## src/rtl/hamming_secded_dec.sv

```systemverilog
// Pipelined SECDED Hamming decoder: syndrome/parity stage, then correction and classification.
// Carries saturating counters of corrected and uncorrectable words delivered downstream.
module hamming_secded_dec #(
    parameter int unsigned DATA_W = 8,
    parameter int unsigned CNT_W  = 16,
    localparam int unsigned PAR_W = (DATA_W <= 4)  ? 3 :
                                    (DATA_W <= 11) ? 4 :
                                    (DATA_W <= 26) ? 5 : 6,
    localparam int unsigned CODE_W = DATA_W + PAR_W
) (
    input  logic              ip_clk,
    input  logic              ip_rst_n,
    input  logic [CODE_W-1:0] ip_code,
    input  logic              ip_parity,
    input  logic              ip_valid,
    output logic              op_ready,
    output logic [DATA_W-1:0] op_data,
    output logic [PAR_W-1:0]  op_syndrome,
    output logic              op_single_err,
    output logic              op_double_err,
    output logic              op_valid,
    input  logic              ip_ready,
    input  logic              ip_cnt_clr,
    output logic [CNT_W-1:0]  op_corr_cnt,
    output logic [CNT_W-1:0]  op_uncorr_cnt
);

    // Hamming position (1-based) of data bit idx: the idx-th non-power-of-two position.
    function automatic int unsigned data_pos(input int unsigned idx);
        int unsigned pos;
        int unsigned cnt;
        pos = 0;
        cnt = 0;
        for (int unsigned p = 1; p < 128; p++) begin
            if ((p & (p - 1)) != 0) begin
                if (cnt == idx && pos == 0) pos = p;
                cnt = cnt + 1;
            end
        end
        return pos;
    endfunction

    logic              s1_valid_q;
    logic [CODE_W-1:0] s1_code_q;
    logic [PAR_W-1:0]  s1_syn_q;
    logic              s1_par_q;

    logic              valid_q;
    logic [DATA_W-1:0] data_q;
    logic [PAR_W-1:0]  syn_q;
    logic              single_q;
    logic              double_q;

    logic [CNT_W-1:0]  corr_q, corr_d;
    logic [CNT_W-1:0]  uncorr_q, uncorr_d;

    logic              s2_adv;
    logic              s1_adv;
    logic              in_xfer;
    logic              out_xfer;

    logic [PAR_W-1:0]  syn_in;
    logic              par_in;
    logic [CODE_W-1:0] flip;
    logic [CODE_W-1:0] fixed_code;
    logic [DATA_W-1:0] dec_data;
    logic              syn_nz;
    logic              dec_single;
    logic              dec_double;

    assign s2_adv   = !valid_q || ip_ready;
    assign s1_adv   = !s1_valid_q || s2_adv;
    assign op_ready = s1_adv;
    assign in_xfer  = ip_valid && op_ready;
    assign out_xfer = valid_q && ip_ready;

    // Stage 1 combinational: syndrome is the XOR of the positions of all set bits.
    always_comb begin
        syn_in = '0;
        for (int k = 0; k < CODE_W; k++) begin
            if (ip_code[k]) syn_in = syn_in ^ PAR_W'(k + 1);
        end
    end

    assign par_in = (^ip_code) ^ ip_parity;

    always_ff @(posedge ip_clk or negedge ip_rst_n) begin
        if (!ip_rst_n) begin
            s1_valid_q <= 1'b0;
            s1_code_q  <= '0;
            s1_syn_q   <= '0;
            s1_par_q   <= 1'b0;
        end else if (s1_adv) begin
            s1_valid_q <= in_xfer;
            if (in_xfer) begin
                s1_code_q <= ip_code;
                s1_syn_q  <= syn_in;
                s1_par_q  <= par_in;
            end
        end
    end

    // One-hot decode of the syndrome; all zero when S is 0 or points beyond the codeword.
    always_comb begin
        flip = '0;
        for (int k = 0; k < CODE_W; k++) begin
            flip[k] = (s1_syn_q == PAR_W'(k + 1));
        end
    end

    assign syn_nz     = |s1_syn_q;
    assign dec_single = s1_par_q && (!syn_nz || (|flip));
    assign dec_double = syn_nz && !(s1_par_q && (|flip));
    // Only an odd overall parity licenses a correction; double errors pass the raw code.
    assign fixed_code = s1_par_q ? (s1_code_q ^ flip) : s1_code_q;

    for (genvar j = 0; j < DATA_W; j++) begin : g_extract
        localparam int unsigned Pos = data_pos(j);
        assign dec_data[j] = fixed_code[Pos-1];
    end

    always_ff @(posedge ip_clk or negedge ip_rst_n) begin
        if (!ip_rst_n) begin
            valid_q  <= 1'b0;
            data_q   <= '0;
            syn_q    <= '0;
            single_q <= 1'b0;
            double_q <= 1'b0;
        end else if (s2_adv) begin
            valid_q <= s1_valid_q;
            if (s1_valid_q) begin
                data_q   <= dec_data;
                syn_q    <= s1_syn_q;
                single_q <= dec_single;
                double_q <= dec_double;
            end
        end
    end

    // Clear takes priority over an increment in the same cycle.
    always_comb begin
        corr_d   = corr_q;
        uncorr_d = uncorr_q;
        if (ip_cnt_clr) begin
            corr_d   = '0;
            uncorr_d = '0;
        end else if (out_xfer) begin
            if (single_q && (corr_q != '1)) corr_d = corr_q + CNT_W'(1);
            if (double_q && (uncorr_q != '1)) uncorr_d = uncorr_q + CNT_W'(1);
        end
    end

    always_ff @(posedge ip_clk or negedge ip_rst_n) begin
        if (!ip_rst_n) begin
            corr_q   <= '0;
            uncorr_q <= '0;
        end else begin
            corr_q   <= corr_d;
            uncorr_q <= uncorr_d;
        end
    end

    assign op_valid      = valid_q;
    assign op_data       = data_q;
    assign op_syndrome   = syn_q;
    assign op_single_err = single_q;
    assign op_double_err = double_q;
    assign op_corr_cnt   = corr_q;
    assign op_uncorr_cnt = uncorr_q;

endmodule

```

## config.mk

```make
export PLATFORM = sky130hd
export DESIGN_NAME = hamming_secded_dec
export DESIGN_NICKNAME = d
export VERILOG_FILES = /design/src/rtl/hamming_secded_dec.sv
export SDC_FILE = /design/constraint.sdc
export NUM_CORES = 1
export LEC_CHECK = 0
export CORE_MARGIN = 1
export CORE_UTILIZATION = 40
export DETAILED_ROUTE_END_ITERATION = 8
export GPL_TIMING_DRIVEN = 0
export PLACE_DENSITY = 0.65
export SETUP_SLACK_MARGIN = 0.5
export SYNTH_ARGS = -nofsm -noshare
export SYNTH_HDL_FRONTEND = slang
export SYNTH_SLANG_ARGS = --single-unit
```

## constraint.sdc

```tcl
create_clock -name ip_clk -period 4.2 [get_ports ip_clk]
set_input_delay 0.84 -clock ip_clk [delete_from_list [all_inputs] [get_ports ip_clk]]
set_output_delay 0.84 -clock ip_clk [all_outputs]
set_load 0.01 [all_outputs]
```

Yosys cells after proc, flatten, opt, wreduce, memory -nomap -nowiden
Cells that the tools add are included.
{"block": "totals", "reg_bits": 65}
{"block": "op_classes", "n_addsub": 2, "eq_ne": 14, "n_mux": 19, "bitwise": 13, "reduce_logical": 24}
{"op": "2-to-1 mux 16 bit", "n": 6}
{"op": "adder 16 x 1 -> 16 bit (second input constant)", "n": 2}
{"op": "inequality test 16 bit (second input constant)", "n": 2}
{"op": "equality test 4 bit (second input constant)", "n": 5}
{"op": "2-to-1 mux 4 bit", "n": 5}
{"op": "equality test 4 x 3 -> 1 bit (second input constant)", "n": 4}
{"op": "2-to-1 mux 12 bit", "n": 1}
{"op": "2-to-1 mux 3 bit", "n": 4}
{"op": "NOT 2 bit", "n": 6}
{"op": "OR reduction 12 bit", "n": 1}
{"op": "XOR reduction 12 bit", "n": 1}
{"op": "XOR 12 bit", "n": 1}
{"op": "equality test 4 x 2 -> 1 bit (second input constant)", "n": 2}
{"op": "AND reduction 2 bit", "n": 4}
{"op": "logical AND 1 bit", "n": 7}
{"op": "NOT 3 bit", "n": 2}
{"op": "nonzero test 2 bit", "n": 3}
{"op": "equality test 4 x 1 -> 1 bit (second input constant)", "n": 1}
{"op": "zero test 1 bit", "n": 4}
{"op": "2-to-1 mux 2 bit", "n": 2}
{"op": "OR reduction 4 bit", "n": 1}
{"op": "logical OR 1 bit", "n": 3}
{"op": "NOT 1 bit (first input constant)", "n": 3}
{"op": "2-to-1 mux 1 bit", "n": 1}
{"op": "XOR 1 bit", "n": 1}

Depth between registers and ports, before layout
Gate-level depths: netlist of run 1.
{"block": "depth", "ltp_word": 20, "depth_mapped": 7}

Worst setup path after synthesis of run 1
OpenSTA, ideal clock, no wires.
{"block": "synth_path", "path_kind": "input -> register", "from": "in ip_ready", "to": "reg s1_code_q[11]", "setup_ps": 125, "t_arrival_ps": 1962, "path_slack_ps": 2113, "path_stages": 4, "path_buffers": 1, "cell_sequence": "nand3b_1 nand2_1 clkbuf_1 mux2_2"}
{"block": "synth_via", "elab_chain_cells": 4}
{"item": "start, declared", "line_no": "22", "rtl": "input logic ip_ready,"}
{"item": "logical OR 1 bit *", "line_no": "71", "rtl": "assign s2_adv = !valid_q || ip_ready;"}
{"item": "logical OR 1 bit *", "line_no": "72", "rtl": "assign s1_adv = !s1_valid_q || s2_adv;"}
{"item": "logical AND 1 bit", "line_no": "74", "rtl": "assign in_xfer = ip_valid && op_ready;"}
{"item": "AND reduction 2 bit (no line) *"}
{"item": "end signal, assigned", "line_no": "96", "rtl": "s1_code_q <= ip_code;"}
{"item": "end, declared", "line_no": "44", "rtl": "logic [CODE_W-1:0] s1_code_q;"}
Mark *: on every way between the ends. The rest lies on a longest branch, timed or not.
A chain may end at the register's enable or synchronous reset.

Worst setup path in the final report of run 1
{"block": "layout_path", "from": "in ip_ready", "to": "out op_ready"}
{"block": "layout_via", "elab_chain_cells": 2}
{"item": "logical OR 1 bit", "line_no": "71"}
{"item": "logical OR 1 bit", "line_no": "72"}
{"item": "end, declared", "line_no": "16", "rtl": "output logic op_ready,"}
Every way passes these cells.

==> flow_summary.json, run 1 <==
{
  "fin_crit_sh": 0.707,
  "final_common_cell": "clkdlybuf4s50_1",
  "clock_sinks": 61,
  "yosysSeqAreaShare": 0.483,
  "max_stage_delay_ns": 0.56,
  "core.rowCount": 32,
  "portBuffers": 64,
  "synth_enable_flop_cells": 0,
  "cts_resized": 0,
  "dp_hpwl_um": 5060,
  "synth_warnings": 0,
  "first_pass_iters": 4,
  "hold_buffers": 0,
  "place_area_um2": 3940,
  "critPathArrivalTime_ns": 2.13,
  "drive_above_1_share": 0.113,
  "clkLatencyLatePin_ns": 0.34,
  "vias_per_cell": 5.02,
  "pin_count": 66,
  "syn_nets": 338,
  "drv_cap": 0,
  "core_region_area_um2": 7690,
  "post_synth_num_cell_types": 47,
  "rsz0062_at_grt": "no",
  "drt_wl_total_um": 6760,
  "syn_area_per_cell_um2": 9.94,
  "cts-buffers-inserted": 9,
  "cts_tree": "yes",
  "grt_usage": 0.181,
  "crit_buf_inv": 2,
  "hold_path_class": "input pin to asynchronous set/reset pin",
  "wl_per_cell_um": 13.5,
  "start_util": 0.411,
  "final.setup_skew_ns": 0.0139,
  "area_delta_synth_final_pct": 31.2,
  "post_synth_instance_area_um2": 3160,
  "crit_fanout": 5,
  "syn_inst": 318,
  "die_x_um": 90.9,
  "path_cells": "clkdlybuf4s50_1 > nand3b_1 > clkdlybuf4s50_1",
  "r2r-end": "op_corr_cnt[1]$_DFFE_PN0P_",
  "timing.setup.tns_ns": 0,
  "nets": 414,
  "rrSetupSlack_ns": 2.21,
  "worstRegToRegCells": 6,
  "n_antenna_cell": 0,
  "critPathKind": "input pin to primary output",
  "status": "completed",
  "final_cell_mix": "clkdlybuf4s50_1, dfrtp_1, nand2_1",
  "p_leak_nw": 1.66,
  "drv_slew": 0,
  "synth_top_flop_cell": "dfrtp_1",
  "clockBufferDepth": 2,
  "finalHoldViolations": 0,
  "start_kind": "input pin",
  "grt_pass1_vias": 2505,
  "setup_violations": 0,
  "cts.reportedPaths.clkPinSlew_ns": 0.08,
  "grt_pass1_wl_um": 11800,
  "vdd_drop_max_mv": 0.192,
  "cpMaxStageDelayCell": "clkdlybuf4s50_1",
  "antenna_found_initial": 0,
  "maxClockFrequency_mhz": 337,
  "drtAntennaViolNets": 0,
  "fillers": 707,
  "drt-initial-drc-count": 79,
  "p_per_area_nw_per_um2": 392,
  "rr_startpoint": "op_corr_cnt[0]$_DFFE_PN0P_",
  "place.gp.congestion": 0.778,
  "end_kind": "primary output",
  "path_common_cell": "clkdlybuf4s50_1",
  "synthArstFlopShare": 1.00,
  "grt_max_degree": 41,
  "cp_data_required_time_ns": 3.36,
  "fin_crit_ns": 2.97,
  "worst_pin_slew_ns": 0.536,
  "die_area_um2": 8260,
  "ys_ff_latch": 61,
  "stdcell_area_um2": 4150,
  "relSlewSlack": 0.643,
  "vias": 2515,
  "root_buffer": "clkbuf_8",
  "htreeDepth": 3,
  "cp_top_family": "buffers and inverters",
  "cts_setup_buffers": 0,
  "die_h_um": 90.9,
  "overflow": 0,
  "drc": 0
}
-- state kept, by name (all words and copies together), names as in the netlist, 4 cells and up --
name	cells
op_syndrome	4
op_corr_cnt	16
s1_code_q	8
op_data	8
op_uncorr_cnt	16
s1_syn_q	4
-- worst max path at each step --
stage,startpoint,endpoint,cells past startpoint
final,ip_ready,op_ready,3
after global routing,ip_ready,op_ready,3
after CTS,ip_ready,op_ready,3
after detailed placement,ip_ready,op_ready,3
after global placement,ip_rst_n,op_syndrome[1]$_DFFE_PN0P_,1
after floorplan,ip_ready,s1_code_q[11]$_DFFE_PN0P_,4
-- stage by stage --
step                hold slack (ns)  power (W)  setup WS, ns  std cells   util
floorplan                     0.471   0.000929          2.11        318      -
finish                        0.466    0.00162          1.23        501  0.539
global placement              0.472    0.00110         0.299        484  0.511
detailed placement            0.479    0.00111          1.23        485  0.513
global route                  0.494    0.00173          1.18        501  0.539
CTS                           0.470    0.00165          1.21        501  0.539
-- cells by family (layout without fill, tap and decap cells) --
group           count (synthesis)  in the layout  synth area share
compound gates                 37             37            0.0740
xor+xnor                       51             51             0.146
fa+ha+maj                       2              2           0.00792
buf+inv                        14             95            0.0194
flops                          61             61             0.483
mux                            10             10            0.0352
simple gates                  143            143             0.235
-- area by class of cell --
type	count	area, µm²	area share
multi-input cells	243	1570	0.379
flip-flops and latches	61	1530	0.368
repair buffers	65	656	0.158
clock buffers	13	159	0.0383
well taps	102	128	0.0308
plain buffers	10	46.3	0.0112
clock inverters	3	43.8	0.0106
inverters	4	15.0	0.00362
-- cell usage after synthesis (2+ instances only) --
cell type / count / share of area
and3_1: 3 / 0.0059
and3_2: 2 / 0.0047
nand3_1: 8 / 0.013
a21oi_1: 6 / 0.0095
mux2_2: 9 / 0.032
nor2_1: 40 / 0.048
nand2_1: 42 / 0.050
clkbuf_1: 8 / 0.0095
xnor2_1: 38 / 0.11
or2_2: 2 / 0.0040
a31o_2: 2 / 0.0055
o211ai_2: 2 / 0.0079
nand4_1: 6 / 0.012
o31ai_1: 2 / 0.0047
and4bb_2: 2 / 0.0079
or4_2: 2 / 0.0055
nor3_1: 5 / 0.0079
and2_1: 2 / 0.0040
nand3b_1: 3 / 0.0071
xor2_1: 12 / 0.033
inv_1: 4 / 0.0047
o21ai_0: 19 / 0.030
nor3b_1: 2 / 0.0047
dfrtp_1: 61 / 0.48
nand2b_1: 7 / 0.014
ha_1: 2 / 0.0079
nor4_1: 7 / 0.014
-- power by group --
part | internal, W | switching [W] | total (W) | leakage [nW]
logic | 0.000192 | 0.000172 | 0.000364 | 0.761
registers | 0.000662 | 0.0000691 | 0.000731 | 0.795
clock network | 0.000307 | 0.000223 | 0.000530 | 0.104
-- worst register-to-register path, cell delays in order (launching register included) --
cell	delay [ns]
dfrtp_1	0.43
ha_1	0.27
nand4_4	0.18
or3_4	0.48
o21ai_4	0.24
mux2i_1	0.21
nor2_1	0.06
-- routing by layer --
layer	global-route usage	up-vias	routed length, µm
met5	0	-	0
met4	0.0608	0	82
met3	0.0547	7	335
met2	0.296	62	3260
met1	0.227	1198	3080
li1	-	1248	-
Power figures use the tool's default switching activity.
==> run 2: changes to the inputs <==
PLACE_DENSITY = 0.68   (was 0.65)
clock period = 2.6 ns   (was 4.2 ns; I/O delays follow)
==> run 2 against run 1 <==
Net effect:
- critical path type unchanged
- cell count grew 0.40%
- via count shrank 0.16%
- largest cell class unchanged
- critical endpoint unchanged
- final area up 0.81%
- wire length decreased by 3.3%
- first-iteration DRC count is 42% higher
- combinational power up 63%
==> flow_summary.json, run 2 (synthesis gave the netlist of run 1 again) <==
{
  "final_common_cell": "clkdlybuf4s50_1",
  "grt_pass1_vias": 2380,
  "area_delta_synth_final_pct": 32.3,
  "wl_per_cell_um": 13.0,
  "grt_pass1_wl_um": 11200,
  "die_x_um": 90.9,
  "critPathKind": "input pin to primary output",
  "place_inst": 485,
  "crit_fanout": 5,
  "drt-initial-drc-count": 112,
  "cts.reportedPaths.clkPinSlew_ns": 0.07,
  "htreeDepth": 3,
  "p_per_area_nw_per_um2": 637,
  "stdcell_area_um2": 4180,
  "p_leak_nw": 1.67,
  "start_util": 0.411,
  "drc": 0,
  "pin_count": 66,
  "cts-buffers-inserted": 9,
  "grt_max_degree": 42,
  "rsz0062_at_grt": "yes",
  "critPathArrivalTime_ns": 1.56,
  "vdd_drop_max_mv": 0.347,
  "vias_per_cell": 4.99,
  "root_buffer": "clkbuf_8",
  "core_region_area_um2": 7690,
  "die_h_um": 90.9,
  "cts_tree": "yes",
  "drive_above_1_share": 0.130,
  "final.setup_skew_ns": 0.00678,
  "core.rowCount": 32,
  "fin_crit_sh": 0.801,
  "final_cells": 503,
  "vias": 2511,
  "dp_hpwl_um": 4910,
  "cp_data_required_time_ns": 2.08,
  "finalHoldViolations": 0,
  "end_kind": "primary output",
  "setup_violations": 0,
  "place.gp.congestion": 0.797,
  "first_pass_iters": 4,
  "status": "completed",
  "n_antenna_cell": 0,
  "worst_pin_slew_ns": 0.515,
  "whs_ns": 0.143,
  "drv_slew": 0,
  "fin_crit_ns": 2.08,
  "grt_usage": 0.173,
  "nets": 416,
  "clkLatencyLatePin_ns": 0.33,
  "portBuffers": 64,
  "place_area_um2": 3940,
  "hold_path_class": "input pin to asynchronous set/reset pin",
  "timing.setup.tns_ns": 0,
  "start_kind": "input pin",
  "fillers": 704,
  "clockBufferDepth": 2,
  "antenna_found_initial": 0,
  "final_cell_mix": "clkdlybuf4s50_1, dfrtp_1, nand2_1",
  "clock_sinks": 61,
  "p_total_w": 0.00266,
  "drtAntennaViolNets": 0,
  "die_area_um2": 8260,
  "relSlewSlack": 0.657,
  "drv_cap": 0,
  "drt_wl_total_um": 6540,
  "maxClockFrequency_mhz": 480,
  "overflow": 0
}
==> run 2: cell types whose count changed in the layout (fill, tap and decap cells not counted), moves of 2 or more <==
cell / change
nand3_1: -2
buf_4: +2
clkinv_2: +2
clkbuf_8: -2
nand3_2: +2
==> run 2: path summary, 6_finish.rpt <==
check | startpoint | endpoint | slack (ns) | cells past startpoint
min in group ip_clk | op_data[5]$_DFFE_PN0P_ | op_data[5]$_DFFE_PN0P_ | 0.48 | 2
max | ip_ready | op_ready | 0.52 | 3
max in group asynchronous | ip_rst_n | op_syndrome[1]$_DFFE_PN0P_ | 1.88 | 2
max reg2reg | op_corr_cnt[0]$_DFFE_PN0P_ | op_corr_cnt[1]$_DFFE_PN0P_ | 0.64 | 6
min reg2reg | op_data[5]$_DFFE_PN0P_ | op_data[5]$_DFFE_PN0P_ | 0.48 | 2
min | ip_rst_n | op_uncorr_cnt[14]$_DFFE_PN0P_ | 0.14 | 1
==> run 2: power breakdown <==
group | internal (W) | total [W] | switching (W)
sequential | 0.00107 | 0.00118 | 0.000115
combinational | 0.000312 | 0.000592 | 0.000279
clock | 0.000535 | 0.000887 | 0.000352
total | 0.00192 | 0.00266 | 0.000746
==> run 2: worst max-delay path: stages <==
cell	delay, ns
clkdlybuf4s50_1	0.48
nand3b_1	0.24
dlygate4sd2_1	0.32
==> run 2: routing by layer <==
metal	part of all wire	wire length, µm	up-vias	GRT usage
met1	0.44	2890	1193	0.212
met2	0.50	3240	61	0.286
met5	0	0	-	0
met4	0.013	85	0	0.0569
met3	0.049	323	8	0.0572
li1	-	-	1249	-
==> run 2: cell type report <==
| cell class | instances | area (µm²) | share of cell area |
|---|---|---|---|
| Buffer | 10 | 47.5 | 0.0114 |
| Clock buffer | 11 | 131 | 0.0314 |
| Clock inverter | 5 | 75.1 | 0.0180 |
| Inverter | 4 | 15.0 | 0.00359 |
| Multi-Input combinational cell | 243 | 1590 | 0.380 |
| Sequential cell | 61 | 1530 | 0.365 |
| Tap cell | 102 | 128 | 0.0305 |
| Timing Repair Buffer | 67 | 669 | 0.160 |
==> run 2: what timing repair did <==
action / CTS / global route
pin swaps: 0 / 1
resized for setup: 1 / 6
endpoints found under the setup margin: 1 / 10
setup buffers: 1 / 1
hold buffers: 0 / 0
==> run 2: metrics by stage <==
step / utilization / setup slack (ns)
after global placement: 0.511 / -0.920
final: 0.544 / 0.517
after global routing: 0.544 / 0.483
after CTS: 0.541 / 0.435
after detailed placement: 0.513 / 0.184
after floorplan: - / 0.734
